File: src/rtl/branch_gshare_predictor.sv
// Global-history branch direction predictor: PHT of saturating counters indexed by
// folded PC hashed with a speculative GHR, with retire-time training and GHR recovery.
module branch_gshare_predictor #(
  parameter int unsigned PC_WIDTH   = 32,
  parameter int unsigned INDEX_BITS = 8,
  parameter int unsigned GHR_BITS   = 4,
  parameter int unsigned CTR_BITS   = 2,
  parameter int unsigned HASH_MODE  = 0,
  parameter int unsigned SPEC_GHR   = 1
) (
  input  logic                  clk,
  input  logic                  resetn,
  input  logic [PC_WIDTH-1:0]   pc,
  input  logic                  pred_valid,
  output logic                  pred_taken,
  output logic [INDEX_BITS-1:0] pred_index,
  output logic [GHR_BITS-1:0]   pred_ghr,
  output logic                  ready,
  input  logic                  update_en,
  input  logic [INDEX_BITS-1:0] update_index,
  input  logic [GHR_BITS-1:0]   update_ghr,
  input  logic                  update_taken,
  input  logic                  update_mispredict
);

  localparam int unsigned DEPTH   = 1 << INDEX_BITS;
  localparam int unsigned FOLD_W  = (HASH_MODE != 0) ? INDEX_BITS : INDEX_BITS - GHR_BITS;
  localparam int unsigned N_CHUNK = (PC_WIDTH + FOLD_W - 1) / FOLD_W;
  localparam int unsigned PAD_W   = N_CHUNK * FOLD_W;
  localparam logic [CTR_BITS-1:0] CTR_WNT = {1'b0, {(CTR_BITS-1){1'b1}}};

  typedef enum logic {ST_INIT, ST_RUN} state_t;

  state_t                state_q, state_d;
  logic [INDEX_BITS-1:0] init_cnt_q;
  logic [GHR_BITS-1:0]   ghr_q, ghr_d;
  logic [CTR_BITS-1:0]   pht [DEPTH];

  logic [PAD_W-1:0]      pc_pad;
  logic [FOLD_W-1:0]     fold;
  logic [CTR_BITS-1:0]   rd_ctr;
  logic [CTR_BITS-1:0]   upd_ctr;
  logic                  pht_we;
  logic [INDEX_BITS-1:0] pht_waddr;
  logic [CTR_BITS-1:0]   pht_wdata;

  // XOR-fold the PC into FOLD_W-bit chunks; the top chunk is zero-padded
  always_comb begin
    pc_pad = PAD_W'(pc);
    fold   = '0;
    for (int c = 0; c < N_CHUNK; c++) begin
      fold = fold ^ FOLD_W'(pc_pad >> (c * FOLD_W));
    end
  end

  generate
    if (HASH_MODE != 0) begin : g_xor_hash
      assign pred_index = fold ^ INDEX_BITS'(ghr_q);
    end else begin : g_cat_hash
      assign pred_index = {fold, ghr_q};
    end
  endgenerate

  assign ready      = (state_q == ST_RUN);
  assign rd_ctr     = pht[pred_index];
  assign pred_taken = ready & rd_ctr[CTR_BITS-1];
  assign pred_ghr   = ghr_q;
  assign upd_ctr    = pht[update_index];

  // Next state, PHT write port and GHR next value
  always_comb begin
    state_d   = state_q;
    pht_we    = 1'b0;
    pht_waddr = init_cnt_q;
    pht_wdata = CTR_WNT;
    ghr_d     = ghr_q;

    case (state_q)
      ST_INIT: begin
        pht_we = 1'b1;
        if (init_cnt_q == INDEX_BITS'(DEPTH - 1)) state_d = ST_RUN;
      end
      ST_RUN: begin
        if (update_en) begin
          pht_we    = 1'b1;
          pht_waddr = update_index;
          if (update_taken)
            pht_wdata = (upd_ctr == '1) ? upd_ctr : upd_ctr + CTR_BITS'(1);
          else
            pht_wdata = (upd_ctr == '0) ? upd_ctr : upd_ctr - CTR_BITS'(1);
        end

        // Recovery from a mispredict overrides any same-cycle speculative shift
        if (update_en && update_mispredict)
          ghr_d = {update_ghr[GHR_BITS-2:0], update_taken};
        else if ((SPEC_GHR != 0) && pred_valid)
          ghr_d = {ghr_q[GHR_BITS-2:0], pred_taken};
        else if ((SPEC_GHR == 0) && update_en)
          ghr_d = {ghr_q[GHR_BITS-2:0], update_taken};
      end
      default: state_d = ST_INIT;
    endcase
  end

  always_ff @(posedge clk or negedge resetn) begin
    if (!resetn) begin
      state_q    <= ST_INIT;
      init_cnt_q <= '0;
      ghr_q      <= '0;
    end else begin
      state_q <= state_d;
      ghr_q   <= ghr_d;
      if (state_q == ST_INIT) init_cnt_q <= init_cnt_q + INDEX_BITS'(1);
    end
  end

  // Counter table has no reset; the init sweep establishes its contents
  always_ff @(posedge clk) begin
    if (pht_we) pht[pht_waddr] <= pht_wdata;
  end

endmodule

File: config.mk
export PLATFORM = sky130hd
export DESIGN_NAME = branch_gshare_predictor
export DESIGN_NICKNAME = d
export VERILOG_FILES = /design/src/rtl/branch_gshare_predictor.sv
export SDC_FILE = /design/constraint.sdc
export NUM_CORES = 1
export LEC_CHECK = 0
export CAP_MARGIN = 15
export CORE_MARGIN = 2
export CORE_UTILIZATION = 30
export DETAILED_ROUTE_END_ITERATION = 10
export DONT_BUFFER_PORTS = 1
export REMOVE_ABC_BUFFERS = 1
export SLEW_MARGIN = 0
export SYNTH_ARGS = -nofsm -noshare
export SYNTH_HDL_FRONTEND = slang
export SYNTH_SLANG_ARGS = --single-unit
export TNS_END_PERCENT = 5
File: constraint.sdc
create_clock -name clk -period 29.4 [get_ports clk]
set_clock_uncertainty 0.15 [all_clocks]
set_input_delay 5.88 -clock clk [delete_from_list [all_inputs] [get_ports clk]]
set_output_delay 5.88 -clock clk [all_outputs]
set_load 0.05 [all_outputs]
==> results by group <==
Pwr
  • Leakage: 0.007997 uW
  • VDD IR max: 0.04253 mV
  • PnR Total Power: 1607 uW
  • Pwr dens: 58.88 nW/um^2

Worst setup path
  • Register-to-Register Path Depth: 10
  • Critical Path End Type: primary output
  • Required time worst endpoint: 23.37 ns
  • WS Path Type: input pin to primary output
  • Crit-path cells: xnor2_1 -> xnor2_1 -> xnor2_2 -> inv_4 -> and3_1 -> o31a_1 -> o21ai_0 -> nor4b_1 -> nor2_1 -> buf_4
  • Cell type of the slowest stage on the worst timing path: xnor2_2
  • Reg-to-Reg End: pht[138][1]
  • CP Max Fanout: 19
  • Data arrival, critical path: 9.40 ns
  • CP Launch Type: input pin
  • Crit-path max cell delay: 0.92 ns
  • Worst r2r src: pht[43][1]
  • CP most frequent cell: xnor2_1
  • FF-to-FF setup slack: 24.78 ns

Job
  • MaxCap Viol Count: 0

Die
  • FP Rows: 104
  • Die H: 289.2 um
  • Die Area: 83,640 sq um
  • Die width: 289.2 um
  • Io pins: 64
  • CORE AREA: 80,550 sq um
  • Starting Density: 30.30%

Placement
  • Post-DP HPWL: 41,650 um
  • PortBufs: 0
  • Final GP Congestion: 0.8713

Synthesis
  • Dominant synthesized flop cell: edfxtp_1
  • Area contributors post-synth: edfxtp_1 63%, mux4_2 14%, mux2i_1 5.3%
  • Seq/Total Area, Yosys: 64.34%
  • Post-synthesis register bit count: 525
  • Distinct cells, synth: 64
  • Synth top area share: 63.00%
  • Mapped Area: 24,400 sq um
  • Syn avg cell area: 15.62 sq um
  • Largest area contributor in the netlist: edfxtp_1
  • Count leader, synth: edfxtp_1
  • Synth top cells by count: 512 x edfxtp_1, 276 x nor2_1, 150 x mux4_2
  • Post-Syn Instances: 1,562
  • Yosys warns: 0
  • Async set-or-reset flop fraction in the synthesized netlist: 2.476%
  • Post-synth EDFFs: 512

Timing
  • Final Max Slew Viols: 0
  • Final hold viol count: 0
  • Period utilization: 52.48%
  • Fmax: 64.82 MHz
  • Worst-Margin Slew: 1.273 ns
  • Tmin final: 15.43 ns
  • RSZ-0062 raised after global routing: false
  • Max-slew headroom: 14.87%
  • Fin Setup TNS: 0 ns
  • Setup Viol. Count Final: 0

Cells and area
  • Diode count: 0
  • Area delta synth->final: 11.82%
  • # nets final: 1,583
  • Fraction of layout cells with a size suffix above 1: 18.85%
  • Fill cells: 7,659

Global route
  • Initial antenna violation count: 1
  • Vias in the first global route: 14,735
  • GRT Resource Usage Total: 16.08%
  • Largest net degree at the start of global routing: 129
  • Global route overflow: 0
  • Global-route wire length before repair: 98,860 um

Status
  • Status: complete, no violations

Clocking
  • Post-CTS setup buffer count: 0
  • CTS tree: yes
  • Root Buffer: clkbuf_16
  • Clk_lat worst skew: 0.62 ns
  • Depth of the CTS H-tree: 2
  • CTS sink count: 525
  • Post-cts resize count: 0
  • Clock slew at reported path FFs: 0.06 ns
  • Bufs on Longest Clock Path: 3
  • TritonCTS Buffers: 55
  • # hold bufs at CTS: 0

Hold path
  • Critical hold path startpoint: ready
  • Hold depth: 2
  • Min-delay worst type: register to register
  • Worst hold endpoint: pred_ghr[0]

Drt
  • Vias: 14,385
  • Iter 0 DRT Violations: 1,795
  • Post-route ant nets: 0
  • Number of remaining DRC errors: 0
  • Routed wire per std cell: 25.75 um
  • Final wirelength: 67,880 um
  • Via density: 5.457
  • Drt first pass iters: 6
-- sequential cells by signal, summed over array words and instances, names as in the netlist --
register    count
pht           512
init_cnt_q      8
pred_ghr        4
ready           1
-- placed cells by master (no fill, tap or decap), types with 4 or more instances in the layout --
cell,count
clkbuf_16,56
o22ai_1,41
nor3_1,5
xnor2_1,27
buf_4,31
clkinv_1,12
o31ai_1,8
edfxtp_1,512
nor2_1,276
nand3b_1,13
mux2_2,18
nand2_1,72
dfrtp_1,10
clkinv_2,10
a211oi_1,7
mux4_2,150
o221ai_1,5
o22a_1,6
a2111oi_0,8
a21oi_1,7
o21ai_0,12
mux2i_1,129
a22oi_1,11
clkbuf_1,12
or3_1,5
xor2_1,4
nand3_1,34
nand2b_1,4
bufinv_16,8
nor2b_1,11
-- worst max-delay path, delay by kind of cell --
kind                      cells  cell delay [ns]
AOI/OAI and AO/OA             2             0.57
xor gates and xnor gates      3             1.23
and+or+nand+nor               3             0.93
buffers and inverters         2             0.76
-- metal layers --
layer  share of wire (%)  GRT usage [%]  vias up  routed length [um]
met5               0.027              0        -                  18
met4                 2.5          4.639        2                1718
met3                 9.3          4.157      115                6343
met2                  47          25.65      682               31740
met1                  41          21.66     7505               28060
li1                    -              -     6081                   -
-- cells by family after synthesis --
group / share of synthesized area (%)
flip-flops: 64.34
buffers and inverters: 2.558
AND/OR/NAND/NOR: 7.721
adder cells (fa/ha/maj): 0.09228
AO/OA/AOI/OAI: 3.948
XOR/XNOR: 1.318
multiplexers: 20.03
-- layout make-up --
class / instances / area [sq um] / share of cell area (%)
Timing Repair Buffer: 32 / 260.3 / 0.9537
Tap cell: 1060 / 1326 / 4.860
Multi-Input combinational cell: 912 / 8134 / 29.81
Clock buffer: 70 / 1474 / 5.401
Sequential cell: 525 / 15710 / 57.57
Clock inverter: 31 / 360.3 / 1.320
Inverter: 6 / 25.02 / 0.09170
-- worst max-delay path by stage --
stage / to / startpoint / slack (ns) / depth (start not counted)
after global routing: pred_taken / pc[24] / 13.78 / 10
after CTS: pred_taken / pc[24] / 13.98 / 10
final: pred_taken / pc[24] / 13.97 / 10
after global placement: pred_taken / pc[24] / 13.92 / 10
after floorplan: pht[0][1] / update_index[0] / 13.23 / 8
after detailed placement: pred_taken / pc[24] / 14.01 / 10
-- through the flow --
step	hold WS [ns]	setup WS, ns	std cells	util [%]	area (sq um)
floorplan	0.3688	13.23	1443	-	23800
global placement	0.4065	13.92	2534	31.57	25430
detailed placement	0.4058	14.01	2534	31.57	25430
CTS	0.4183	13.98	2635	33.84	27260
global route	0.4646	13.78	2636	33.88	27290
finish	0.4156	13.97	2636	33.88	27290
-- power by group --
part | internal (uW) | switching (uW)
Sequential | 808 | 0
Clock | 423 | 291
Combinational | 32.3 | 51.8
Note: power is estimated with default switching activity, not from simulation.
